===== src/rtl/vending_pkg.sv =====
// Shared types and constants for the coin-operated vending controller.
package vending_pkg;

   typedef enum logic [1:0] {
      COLLECT = 2'd0,
      VEND    = 2'd1,
      CHANGE  = 2'd2
   } state_e;

   localparam logic [2:0] COIN5_VAL  = 3'd1;
   localparam logic [2:0] COIN10_VAL = 3'd2;
   localparam logic [2:0] COIN20_VAL = 3'd4;

   localparam int DEF_PRICE      = 3;
   localparam int DEF_MAX_CREDIT = 15;
   localparam int DEF_CREDIT_W   = 5;

endpackage


===== src/rtl/vending_if.sv =====
// Coin inputs and dispense/refund outputs of the vending controller.
interface vending_if
   import vending_pkg::*;
#(
   parameter int CREDIT_W = DEF_CREDIT_W
);
   logic                coin5;
   logic                coin10;
   logic                coin20;
   logic                cancel;
   logic                vend;
   logic                back5;
   logic                refuse;
   logic                busy;
   logic [CREDIT_W-1:0] credit;

   modport master (
      output coin5, coin10, coin20, cancel,
      input  vend, back5, refuse, busy, credit
   );

   modport slave (
      input  coin5, coin10, coin20, cancel,
      output vend, back5, refuse, busy, credit
   );
endinterface


===== src/rtl/coin_decode.sv =====
// Combinational coin check: one-hot coin inputs map to a credit value,
// several coins at once are flagged as multi.
module coin_decode
   import vending_pkg::*;
(
   input  logic       coin5,
   input  logic       coin10,
   input  logic       coin20,
   output logic       valid,
   output logic       multi,
   output logic [2:0] value
);

   always_comb begin
      // NOTE: defaults first so every path assigns every output (no latch).
      valid = 1'b0;
      multi = 1'b0;
      value = '0;
      unique case ({coin20, coin10, coin5})
         3'b000: ;
         3'b001: begin valid = 1'b1; value = COIN5_VAL;  end
         3'b010: begin valid = 1'b1; value = COIN10_VAL; end
         3'b100: begin valid = 1'b1; value = COIN20_VAL; end
         default: multi = 1'b1;
      endcase
   end

endmodule


===== src/rtl/vending_ctrl.sv =====
// Vending controller: collects coins into credit, vends at PRICE and pays
// change (or a cancel refund) one 5-coin per cycle.
module vending_ctrl
   import vending_pkg::*;
#(
   parameter int PRICE      = DEF_PRICE,
   parameter int MAX_CREDIT = DEF_MAX_CREDIT,
   parameter int CREDIT_W   = DEF_CREDIT_W
)(
   input  logic      clk,
   input  logic      reset,
   vending_if.slave  bus
);

   localparam logic [CREDIT_W-1:0] PRICE_C = CREDIT_W'(PRICE);
   localparam logic [CREDIT_W:0]   PRICE_W = (CREDIT_W+1)'(PRICE);
   localparam logic [CREDIT_W:0]   MAX_W   = (CREDIT_W+1)'(MAX_CREDIT);

   state_e              state_q, state_d;
   logic [CREDIT_W-1:0] credit_q, credit_d;
   logic                refuse_q, refuse_d;

   logic                coin_valid, coin_multi, any_coin, fits;
   logic [2:0]          coin_value;
   logic [CREDIT_W:0]   sum;

   coin_decode u_coin_decode (
      .coin5  (bus.coin5),
      .coin10 (bus.coin10),
      .coin20 (bus.coin20),
      .valid  (coin_valid),
      .multi  (coin_multi),
      .value  (coin_value)
   );

   // One extra bit so the overflow test cannot wrap.
   assign any_coin = coin_valid | coin_multi;
   assign sum      = {1'b0, credit_q} + (CREDIT_W+1)'(coin_value);
   assign fits     = (sum <= MAX_W);

   always_comb begin
      state_d  = state_q;
      credit_d = credit_q;
      refuse_d = any_coin;
      unique case (state_q)
         COLLECT: begin
            refuse_d = any_coin & ~(coin_valid & fits & ~bus.cancel);
            if (bus.cancel) begin
               if (credit_q != '0) state_d = CHANGE;
            end else if (coin_valid && fits) begin
               credit_d = sum[CREDIT_W-1:0];
               if (sum >= PRICE_W) state_d = VEND;
            end
         end
         VEND: begin
            credit_d = credit_q - PRICE_C;
            state_d  = (credit_q == PRICE_C) ? COLLECT : CHANGE;
         end
         CHANGE: begin
            credit_d = (credit_q == '0) ? '0 : credit_q - 1'b1;
            if (credit_q <= CREDIT_W'(1)) state_d = COLLECT;
         end
         default: begin
            state_d  = COLLECT;
            credit_d = '0;
         end
      endcase
   end

   // NOTE: state registers use non-blocking assignments so all flops update together.
   always_ff @(posedge clk) begin
      if (reset) begin
         state_q  <= COLLECT;
         credit_q <= '0;
         refuse_q <= 1'b0;
      end else begin
         state_q  <= state_d;
         credit_q <= credit_d;
         refuse_q <= refuse_d;
      end
   end

   assign bus.vend   = (state_q == VEND);
   assign bus.back5  = (state_q == CHANGE);
   assign bus.busy   = (state_q != COLLECT);
   assign bus.refuse = refuse_q;
   assign bus.credit = credit_q;

endmodule

===== src/flat_wrapper.sv =====
// flat-port wrapper written by rule: the top's interface ports become plain ports
module vending_ctrl_flat import vending_pkg::*;
#(
   parameter int PRICE      = DEF_PRICE,
   parameter int MAX_CREDIT = DEF_MAX_CREDIT,
   parameter int CREDIT_W   = DEF_CREDIT_W
)
  (clk, reset, bus_coin5, bus_coin10, bus_coin20, bus_cancel, bus_vend, bus_back5, bus_refuse, bus_busy, bus_credit);
  vending_if #(.CREDIT_W(CREDIT_W)) bus_i ();
  input  logic clk;
  input  logic reset;
  input wire logic [$bits(bus_i.coin5)-1:0] bus_coin5;
  input wire logic [$bits(bus_i.coin10)-1:0] bus_coin10;
  input wire logic [$bits(bus_i.coin20)-1:0] bus_coin20;
  input wire logic [$bits(bus_i.cancel)-1:0] bus_cancel;
  output wire logic [$bits(bus_i.vend)-1:0] bus_vend;
  output wire logic [$bits(bus_i.back5)-1:0] bus_back5;
  output wire logic [$bits(bus_i.refuse)-1:0] bus_refuse;
  output wire logic [$bits(bus_i.busy)-1:0] bus_busy;
  output wire logic [$bits(bus_i.credit)-1:0] bus_credit;
  assign bus_i.coin5 = bus_coin5;
  assign bus_i.coin10 = bus_coin10;
  assign bus_i.coin20 = bus_coin20;
  assign bus_i.cancel = bus_cancel;
  assign bus_vend = bus_i.vend;
  assign bus_back5 = bus_i.back5;
  assign bus_refuse = bus_i.refuse;
  assign bus_busy = bus_i.busy;
  assign bus_credit = bus_i.credit;
  vending_ctrl #(.PRICE(PRICE), .MAX_CREDIT(MAX_CREDIT), .CREDIT_W(CREDIT_W)) u_core (.clk(clk), .reset(reset), .bus(bus_i));
endmodule

===== config.mk =====
export PLATFORM = sky130hd
export DESIGN_NAME = vending_ctrl_flat
export DESIGN_NICKNAME = d
export VERILOG_FILES = /design/src/rtl/vending_pkg.sv /design/src/rtl/vending_if.sv /design/src/rtl/coin_decode.sv /design/src/rtl/vending_ctrl.sv /design/src/flat_wrapper.sv
export SDC_FILE = /design/constraint.sdc
export NUM_CORES = 1
export LEC_CHECK = 0
export BUFFER_PORTS_ARGS = -buffer_cell sky130_fd_sc_hd__clkbuf_2
export CORE_UTILIZATION = 54
export CTS_BUF_LIST = sky130_fd_sc_hd__clkbuf_16
export DETAILED_ROUTE_END_ITERATION = 8
export PLACE_DENSITY_LB_ADDON = 0.3
export SYNTH_ARGS = -nofsm -noshare
export SYNTH_HDL_FRONTEND = slang
export SYNTH_HIERARCHICAL = 1
export SYNTH_SLANG_ARGS = --single-unit

===== constraint.sdc =====
create_clock -name clk -period 2.7 [get_ports clk]
set_clock_uncertainty 0.05 [all_clocks]
set_input_delay 0.405 -clock clk [delete_from_list [all_inputs] [get_ports clk]]
set_output_delay 0.405 -clock clk [all_outputs]
set_load 0.02 [all_outputs]

After elaboration in Yosys (flattened, before gate mapping)
Cells that the tools add are included.
{ "word_totals": {"regBits": 8, "romBits": 0, "ramBits": 0, "inputBits": 6, "mem_count": 0, "latchBits": 0} }
{ "op_classes": {"n_mux": 15, "div": 0, "multipliers": 0, "reduce_logical": 10, "n_eq_ne": 12, "n_lt_le_gt_ge": 3, "addsub": 3, "n_bitwise": 6, "shifts": 0} }
{ "op_table": {"columns": ["cell", "count"], "rows": [
  ["$mux W5", 3],
  ["$pmux W5 S3", 1],
  ["$mux W2", 6],
  ["$ne A3 B2 Y1 const B", 3],
  ["$pmux W3 S3", 1],
  ["$add A5 B3 Y6", 1],
  ["$ge A6 B2 Y1 const B", 1],
  ["$le A6 B4 Y1 const B", 1],
  ["$pmux W2 S3", 1],
  ["$eq A5 B2 Y1 const B", 1],
  ["$le A5 B1 Y1 const B", 1],
  ["$logic_not A5 Y1", 1],
  ["$reduce_bool A5 Y1", 1],
  ["$sub A5 B1 Y5 const B", 1],
  ["$sub A5 B2 Y5 const B", 1],
  ["$ne A2 B1 Y1 const B", 2],
  ["$reduce_and A4 Y1", 1],
  ["$reduce_or A4 Y1", 1],
  ["$and A1 B1 Y1", 3],
  ["$eq A3 B1 Y1 const B", 1],
  ["$eq A3 B2 Y1 const B", 1],
  ["$eq A3 B3 Y1 const B", 1],
  ["$logic_not A3 Y1", 1],
  ["$mux W1", 3],
  ["other kinds (10)", 11]
]} }

Depth between registers and ports, before layout
Gate-level depths: netlist of the first run.
{ "depth": {"word_depth": 9, "ltp_mapped": 8, "mapped_depth_nobuf": 8} }

Hierarchy
Netlist of the first run, hierarchy kept.
{ "modules_own_cells": {"columns": ["mod", "instances", "seq_area_each_um2", "cells_each", "area_per_inst_um2"], "rows": [
  ["vending_ctrl", 1, 160.2, 92, 762.0],
  ["coin_decode", 1, 0.0, 6, 53.8]
]} }

Worst setup path after synthesis of the first run
OpenSTA, ideal clock, no wires.
{ "synth_path": {"kind": "input port to flip-flop", "start": "input bus_coin5", "end": "register u_core.credit_q[0] (netlist: u_core/bus.credit[0])", "cell_stages": 7, "t_arrival_ns": 2.130, "n_path_buf": 0, "path_slack_ns": 0.398, "path_cell_list": "nor3b_2 ha_1 fa_1 and2_1 o21ai_0 a21oi_1 o311a_1"} }
{ "synth_between": {"elab_chain_cells": 7, "elab_cells_between_ends": 14, "classes_between": "1 x add/sub; 1 x order compare; 4 x eq/ne; 5 x mux; 3 x reduce/logical"} }
{ "synth_rtl": {"columns": ["item", "line_no", "text"], "rows": [
  ["start, declared", "flat_wrapper.sv:12", "input wire logic [$bits(bus_i.coin5)-1:0] bus_coin5;"],
  ["$eq A3 B3 Y1 (tied with other cells)", "coin_decode.sv:19", "unique case ({coin20, coin10, coin5})"],
  ["$pmux W3 S3", "coin_decode.sv:19", null],
  ["$add A5 B3 Y6", "vending_ctrl.sv:38", "assign sum = {1'b0, credit_q} + (CREDIT_W+1)'(coin_value);"],
  ["$le A6 B4 Y1", "vending_ctrl.sv:39", "assign fits = (sum <= MAX_W);"],
  ["$logic_and A1 B1 Y1", "vending_ctrl.sv:50", "end else if (coin_valid && fits) begin"],
  ["$ne A2 B1 Y1 (no source line)", null, null],
  ["$reduce_and A2 Y1 (no source line)", null, null],
  ["end signal, assigned", "vending_ctrl.sv:78", "credit_q <= credit_d;"],
  ["end, declared", "vending_ctrl.sv:20", "logic [CREDIT_W-1:0] credit_q, credit_d;"]
]} }
Several ways; a longest one is shown, not always the timed one. The select of a mux whose other input is x is not followed.
A chain may end at the register's enable or synchronous reset.

Worst setup path in the final report of the first run
{ "layout_path": {"start": "input bus_coin5", "end": "register u_core.credit_q[0] (netlist: u_core/bus.credit[0])"} }
{ "layout_between": {"elab_chain_cells": 7, "elab_cells_between_ends": 14, "classes_between": "1 x add/sub; 1 x order compare; 4 x eq/ne; 5 x mux; 3 x reduce/logical"} }
{ "layout_rtl": {"columns": ["item", "line_no", "text"], "rows": [
  ["$eq A3 B3 Y1 (tied with other cells)", "coin_decode.sv:19", null],
  ["$pmux W3 S3 *", "coin_decode.sv:19", null],
  ["net u_core.coin_value[0]", "vending_ctrl.sv:24", "logic [2:0] coin_value;"],
  ["$add A5 B3 Y6 *", "vending_ctrl.sv:38", null],
  ["$le A6 B4 Y1", "vending_ctrl.sv:39", null],
  ["$logic_and A1 B1 Y1", "vending_ctrl.sv:50", null],
  ["$ne A2 B1 Y1 (no source line)", null, null],
  ["$reduce_and A2 Y1 (no source line)", null, null]
]} }
The timed path passes the listed nets; every way through them passes the cells marked *. The select of a mux whose other input is x is not followed.

==> impl_metrics.csv, run 1 <==
group,metric,value,unit
status,status,"finished, final reports clean",
synth,syn_nets,111,
power,p_clk_frac,0.374,
detailed_routing,wl,2220,µm
timing,grt_setup_unrepaired,"no",
power,internal_power,436,µW
timing,finalHoldViolations,0,
cts,cts.path.max_buffers,2,
critical_path,critPathCaptureType,"register",
timing,max_freq,390,MHz
power,p_comb_frac,0.392,
detailed_routing,vias_per_cell,6.92,
grt,overflow,0,
floorplanning,die_w,40.9,µm
floorplanning,design.core.area,1350,µm²
final_layout,fillers,117,
floorplanning,start_util,0.604,
detailed_routing,vias,879,
grt,antenna_found_initial,0,
power,p_sw,258,µW
final_layout,antennaDiodeCount,0,
worst_hold_path,hp-class,"input pin to register",
timing,max_slew.worst_pin.slew,0.569,ns
cts,cts-htree-levels,1,
timing,timing.final.crit_share,0.949,
synth,seq_area_frac_synth,0.196,
grt,grt_util_met3,0.0924,
timing,setup_violations,0,
critical_path,start_kind,"input pin",
grt,met2_usage,0.496,
grt,grt_max_degree,17,
synth,synthFlopType,"dfxtp_1",
cts,post_cts_buffers,0,
synth,syn-cell-area,816,µm²
grt,grt_use_met1,0.432,
synth,synthArstFlopShare,0,
power,power-per-cell-area,721,nW/µm²
final_layout,multiInputGateArea,601,µm²
placed_design,dpl.hpwl,1600,µm
synth,yosys-top-cells-area,"dfxtp_1, ha_1, a21oi_1",
final_layout,area_growth,17.9,%
floorplanning,num_rows,13,
job,cap_violations,0,
power,p_leak,0.000420,µW
detailed_routing,drc,0,
synth,synth_edf_count,0,
final_layout,design_area,962,µm²
power,vdd.ir_drop.worst,0.434,mV
timing,finalMaxSlewViolations,0,
power,p_total,694,µW
critical_path,cp_max_fo,5,
placed_design,globalplace.congestion,0.904,
timing,slew_headroom,0.620,
cts,clock_latency,0.24,ns
synth,yosys_register_bits,8,
placed_design,place_area,887,µm²
final_layout,layout.nets,127,
final_layout,regArea,160,µm²
timing,min_period,2.56,ns
detailed_routing,drtPass1Iterations,4,
floorplanning,die_area,1670,µm²
synth,synth_top_area_share,0.196,
detailed_routing,drt_iter0_markers,60,
synth,netlist_instances,98,
grt,grt_pass1_wl,3510,µm
timing,holdWs,0.426,ns
timing,fin_setup_tns,0,ns
power,power_frac_seq,0.234,
grt,grt_use_total,0.332,
cts,cts_root_buf,"clkbuf_16",
critical_path,arrival,2.63,ns
placed_design,port-buffer-count,14,
detailed_routing,antenna_left,0,
grt,grt_pass1_vias,772,
synth,yosys_warnings,6,
cts,clkSinkCount,8,
cts,hold_buffers,0,
cts,clkTransAtPathRegs,0.04,ns
floorplanning,die_h,40.9,µm
floorplanning,io_pins,15,
power,swShare,0.372,
synth,yosys.area.top_type,"dfxtp_1",
synth,synth.avg_cell_area,8.32,µm²
cts,numCtsBuffers,3,
cts,cts_tree,"built",
cts,postCtsResizedCells,0,
detailed_routing,wl_per_cell,17.4,µm
grt,top_usage_layer,"met2",
critical_path,path_class,"input pin to register",
critical_path,cp_data_required_time,2.77,ns
synth,ys_types,50,
final_layout,drive_gt1_frac,0.268,
## cell usage after synthesis (2+ instances only)
master / instances
nand2_1: 2
dfxtp_1: 8
buf_2: 2
nor3_1: 2
xnor2_1: 2
nor3b_1: 3
a22oi_1: 2
o21ai_0: 6
a211oi_1: 3
inv_1: 7
a21oi_1: 7
nor2b_1: 2
o21bai_1: 2
o31ai_1: 2
ha_1: 6
nor2_1: 8
## worst max-delay path: stages
cell and delay [ns]:
clkbuf_2 0.12, nor3b_2 0.18, ha_1 0.22, fa_1 0.48, and2_1 0.21, o21ai_0 0.41, a21oi_1 0.24, o311a_1 0.37
## layout make-up
cell class | count | area share
clock buffer | 3 | 0.0780
inverter | 8 | 0.0312
multi-input combinational | 78 | 0.624
sequential | 8 | 0.166
tap | 15 | 0.0195
timing repair buffer | 15 | 0.0806
## layout by cell type, fill, tap and decap left out, types with 2 or more instances in the layout
| cell | synthesis | routed |
|---|---|---|
| inv_1 | 7 | 7 |
| a22oi_1 | 2 | 2 |
| nor2b_1 | 2 | 2 |
| nand2_1 | 2 | 2 |
| nor2_1 | 8 | 8 |
| dfxtp_1 | 8 | 8 |
| xnor2_1 | 2 | 2 |
| clkbuf_2 | 0 | 14 |
| clkbuf_16 | 0 | 3 |
| nor3_1 | 2 | 2 |
| o21ai_0 | 6 | 6 |
| o21bai_1 | 2 | 2 |
| nor3b_1 | 3 | 3 |
| ha_1 | 6 | 6 |
| a21oi_1 | 7 | 7 |
| o31ai_1 | 2 | 2 |
| a211oi_1 | 3 | 3 |
## logic make-up after synthesis
logic type,Yosys count,share of synthesized area
DFF,8,0.196
buffers and inverters,12,0.0675
adders and majority gates,8,0.129
and+or+nand+nor,28,0.218
muxes,2,0.0261
AOI/OAI and AO/OA,37,0.331
xor gates and xnor gates,3,0.0322
## power by group through the flow
stage | Combinational, µW | Sequential (µW) | Clock (µW)
after floorplan | 193 | 170 | 0
after global placement | 259 | 162 | 0
after detailed placement | 264 | 164 | 0
after CTS | 266 | 162 | 260
after global routing | 302 | 166 | 267
final | 272 | 162 | 260
## per-layer routing
layer / share of wire / up-vias / routed length [µm]
met5: 0 / - / 0
met4: 0.019 / 0 / 42
met3: 0.11 / 8 / 235
met2: 0.46 / 60 / 1020
met1: 0.41 / 400 / 917
li1: - / 411 / -
## stage by stage
step / utilization / setup slack [ns] / std cells
after floorplan: - / 0.398 / 98
after global placement: 0.657 / 0.0951 / 124
after detailed placement: 0.657 / 0.0260 / 124
after CTS: 0.713 / 0.191 / 127
after global routing: 0.713 / 0.0263 / 127
final: 0.713 / 0.138 / 127
## state kept, by name (all words and copies together), names as in the netlist
| register | flops |
|---|---|
| u_core/bus.refuse | 1 |
| u_core/bus.credit | 5 |
| u_core/state_q | 2 |
## final timing paths
check | startpoint | to | slack [ns] | cells after the start
min | reset | u_core/state_q[1]$_SDFFE_PP0P_ | 0.43 | 2
max reg2reg | u_core/bus.credit[0]$_SDFFE_PP0P_ | u_core/bus.credit[0]$_SDFFE_PP0P_ | 0.29 | 6
min reg2reg | u_core/bus.credit[1]$_SDFFE_PP0P_ | u_core/bus.credit[1]$_SDFFE_PP0P_ | 0.59 | 2
max | bus_coin5 | u_core/bus.credit[0]$_SDFFE_PP0P_ | 0.14 | 8
Note: power is estimated with default switching activity, not from simulation.
==> inputs of run 2 (changes only) <==
--- a/config.mk
+++ b/config.mk
@@ -6,11 +6,11 @@
 export NUM_CORES = 1
 export LEC_CHECK = 0
 export BUFFER_PORTS_ARGS = -buffer_cell sky130_fd_sc_hd__clkbuf_2
-export CORE_UTILIZATION = 54
+export CORE_UTILIZATION = 55
 export CTS_BUF_LIST = sky130_fd_sc_hd__clkbuf_16
 export DETAILED_ROUTE_END_ITERATION = 8
 export PLACE_DENSITY_LB_ADDON = 0.3
+export SLEW_MARGIN = 25
 export SYNTH_ARGS = -nofsm -noshare
 export SYNTH_HDL_FRONTEND = slang
-export SYNTH_HIERARCHICAL = 1
 export SYNTH_SLANG_ARGS = --single-unit
==> impl_metrics.csv, run 2 <==
group,metric,value,unit
status,status,"finished, final reports clean",
floorplanning,design.core.area,1510,µm²
final_layout,area_growth,19.9,%
synth,ys_types,40,
placed_design,port-buffer-count,14,
detailed_routing,drc,0,
grt,antenna_found_initial,0,
critical_path,path_class,"input pin to register",
timing,layout_setup_ws,0.193,ns
worst_hold_path,min_from,"reset",
critical_path,cp_data_required_time,2.77,ns
synth,yosys.area.top_type,"dfxtp_1",
floorplanning,die_h,42.4,µm
worst_hold_path,hold_end,"u_core.bus.credit[4]$_SDFFE_PP0P_",
cts,cts_root_buf,"clkbuf_16",
grt,overflow,0,
placed_design,place_worst_setup_slack,-0.0455,ns
critical_path,reg2reg_slack,0.23,ns
critical_path,ff2ff_path_depth,7,
critical_path,reg2reg_from,"u_core.bus.credit[0]$_SDFFE_PP0P_",
worst_hold_path,hold_depth,2,
timing,finalMaxSlewViolations,0,
timing,fin_setup_tns,0,ns
timing,setup_violations,0,
synth,synthArstFlopShare,0,
timing,max_freq,399,MHz
synth,synth_edf_count,0,
final_layout,fillers,124,
placed_design,place_area,1000,µm²
timing,max_slew.worst_pin.slew,0.745,ns
cts,hold_buffers,0,
cts,cts.path.max_buffers,2,
floorplanning,io_pins,15,
detailed_routing,wl,2420,µm
final_layout,antennaDiodeCount,0,
critical_path,critPathCaptureType,"register",
cts,postCtsResizedCells,0,
grt,grt_pass1_wl,3790,µm
timing,slew_headroom,0.497,
timing,timing.final.crit_share,0.928,
final_layout,drive_gt1_frac,0.223,
final_layout,layout_common_cells,"clkbuf_2, inv_1, a21oi_1, nor3_1, dfxtp_1",
synth,yosys-top-cells-area,"dfxtp_1, ha_1, a21oi_1",
final_layout,layout.nets,145,
synth,synth_common_cells,"inv_1, a21oi_1, dfxtp_1, nor3_1",
cts,cts-htree-levels,1,
synth,yosys_register_bits,8,
floorplanning,die_area,1800,µm²
detailed_routing,drt_iter0_markers,73,
cts,numCtsBuffers,3,
synth,yosys_warnings,0,
detailed_routing,wl_per_cell,16.6,µm
final_layout,largest_reg_flops,5,
synth,seq_area_frac_synth,0.179,
job,cap_violations,0,
synth,syn-cell-area,897,µm²
grt,grt_pass1_vias,879,
cts,clkSinkCount,8,
floorplanning,die_w,42.4,µm
cts,cts_tree,"built",
power,p_leak,0.000504,µW
detailed_routing,vias_per_cell,6.77,
grt,grt_use_total,0.282,
placed_design,dpl.hpwl,1810,µm
synth,synthFlopType,"dfxtp_1",
detailed_routing,drtPass1Iterations,5,
detailed_routing,antenna_left,0,
worst_hold_path,hp-class,"input pin to register",
synth,syn_nets,127,
timing,grt_setup_unrepaired,"no",
power,vdd.ir_drop.worst,0.629,mV
cts,clkTransAtPathRegs,0.04,ns
final_layout,final_common_cell,"clkbuf_2",
placed_design,globalplace.congestion,0.926,
critical_path,cp_max_fo,5,
synth,netlist_instances,114,
critical_path,start_kind,"input pin",
critical_path,rr_endpoint,"u_core.state_q[1]$_SDFFE_PP0P_",
floorplanning,num_rows,14,
critical_path,arrival,2.58,ns
synth,synth.avg_cell_area,7.87,µm²
cts,post_cts_buffers,0,
synth,synth_top_area_share,0.179,
detailed_routing,vias,988,
cts,clock_latency,0.23,ns
grt,grt_max_degree,16,
timing,min_period,2.51,ns
power,power-per-cell-area,1050,nW/µm²
floorplanning,start_util,0.596,
timing,finalHoldViolations,0,
final_layout,design_area,1080,µm²
synth,synth_most_common_cell,"inv_1",
[run 2: critical path: stages]
cell	delay [ns]
clkbuf_2	0.11
or2_1	0.26
nor2_1	0.12
ha_1	0.19
fa_1	0.21
a21oi_1	0.11
a221o_1	0.39
o41ai_4	0.43
o221ai_1	0.20
o211a_1	0.17
[run 2: power by group]
| part | internal [µW] | switching [µW] |
|---|---|---|
| logic | 287 | 393 |
| registers | 150 | 51.4 |
| clock network | 191 | 57.5 |
| total | 628 | 502 |
[run 2: worst max path at each step]
| stage | cells after the start | slack, ns | end | start |
|---|---|---|---|---|
| 5_1_grt | 10 | 0.01 | u_core.bus.credit[0]$_SDFFE_PP0P_ | bus_coin10 |
| 4_1_cts | 10 | 0.20 | u_core.bus.credit[1]$_SDFFE_PP0P_ | bus_coin10 |
| 2_1_floorplan | 9 | 0.28 | u_core.bus.credit[0]$_SDFFE_PP0P_ | bus_coin10 |
| 6_report | 10 | 0.19 | u_core.bus.credit[1]$_SDFFE_PP0P_ | bus_coin10 |
| 3_3_place_gp | 10 | -0.0003 | u_core.bus.credit[1]$_SDFFE_PP0P_ | bus_coin10 |
| 3_5_place_dp | 10 | -0.05 | u_core.bus.credit[1]$_SDFFE_PP0P_ | bus_coin10 |
[run 2: routing by layer]
metal | wire [µm] | track usage
met1 | 953 | 0.343
met2 | 1190 | 0.471
met4 | 24 | 0.113
met3 | 251 | 0.0733
met5 | 0 | 0
[run 2: per-stage QoR]
step | hold slack (ns) | instances | utilization | total power, µW
6_report | 0.443 | 146 | 0.714 | 1130
2_1_floorplan | 0.507 | 114 | - | 679
4_1_cts | 0.429 | 146 | 0.714 | 1120
3_3_place_gp | 0.624 | 143 | 0.664 | 843
5_1_grt | 0.453 | 146 | 0.714 | 1200
3_5_place_dp | 0.648 | 143 | 0.664 | 864
[run 2: logic make-up after synthesis]
| logic type | synth area share |
|---|---|
| mux | 0.0237 |
| xor+xnor | 0.0293 |
| buf+inv | 0.0683 |
| fa+ha+maj | 0.106 |
| compound gates | 0.347 |
| simple gates | 0.247 |
| flops | 0.179 |
[run 2: final cells by class]
class,count,area [µm²],share of cell area
sequential,8,160,0.149
multi-input combinational,90,676,0.628
clock buffer,3,75.1,0.0698
inverter,10,37.5,0.0349
tap,16,20.0,0.0186
timing repair buffer,19,108,0.100
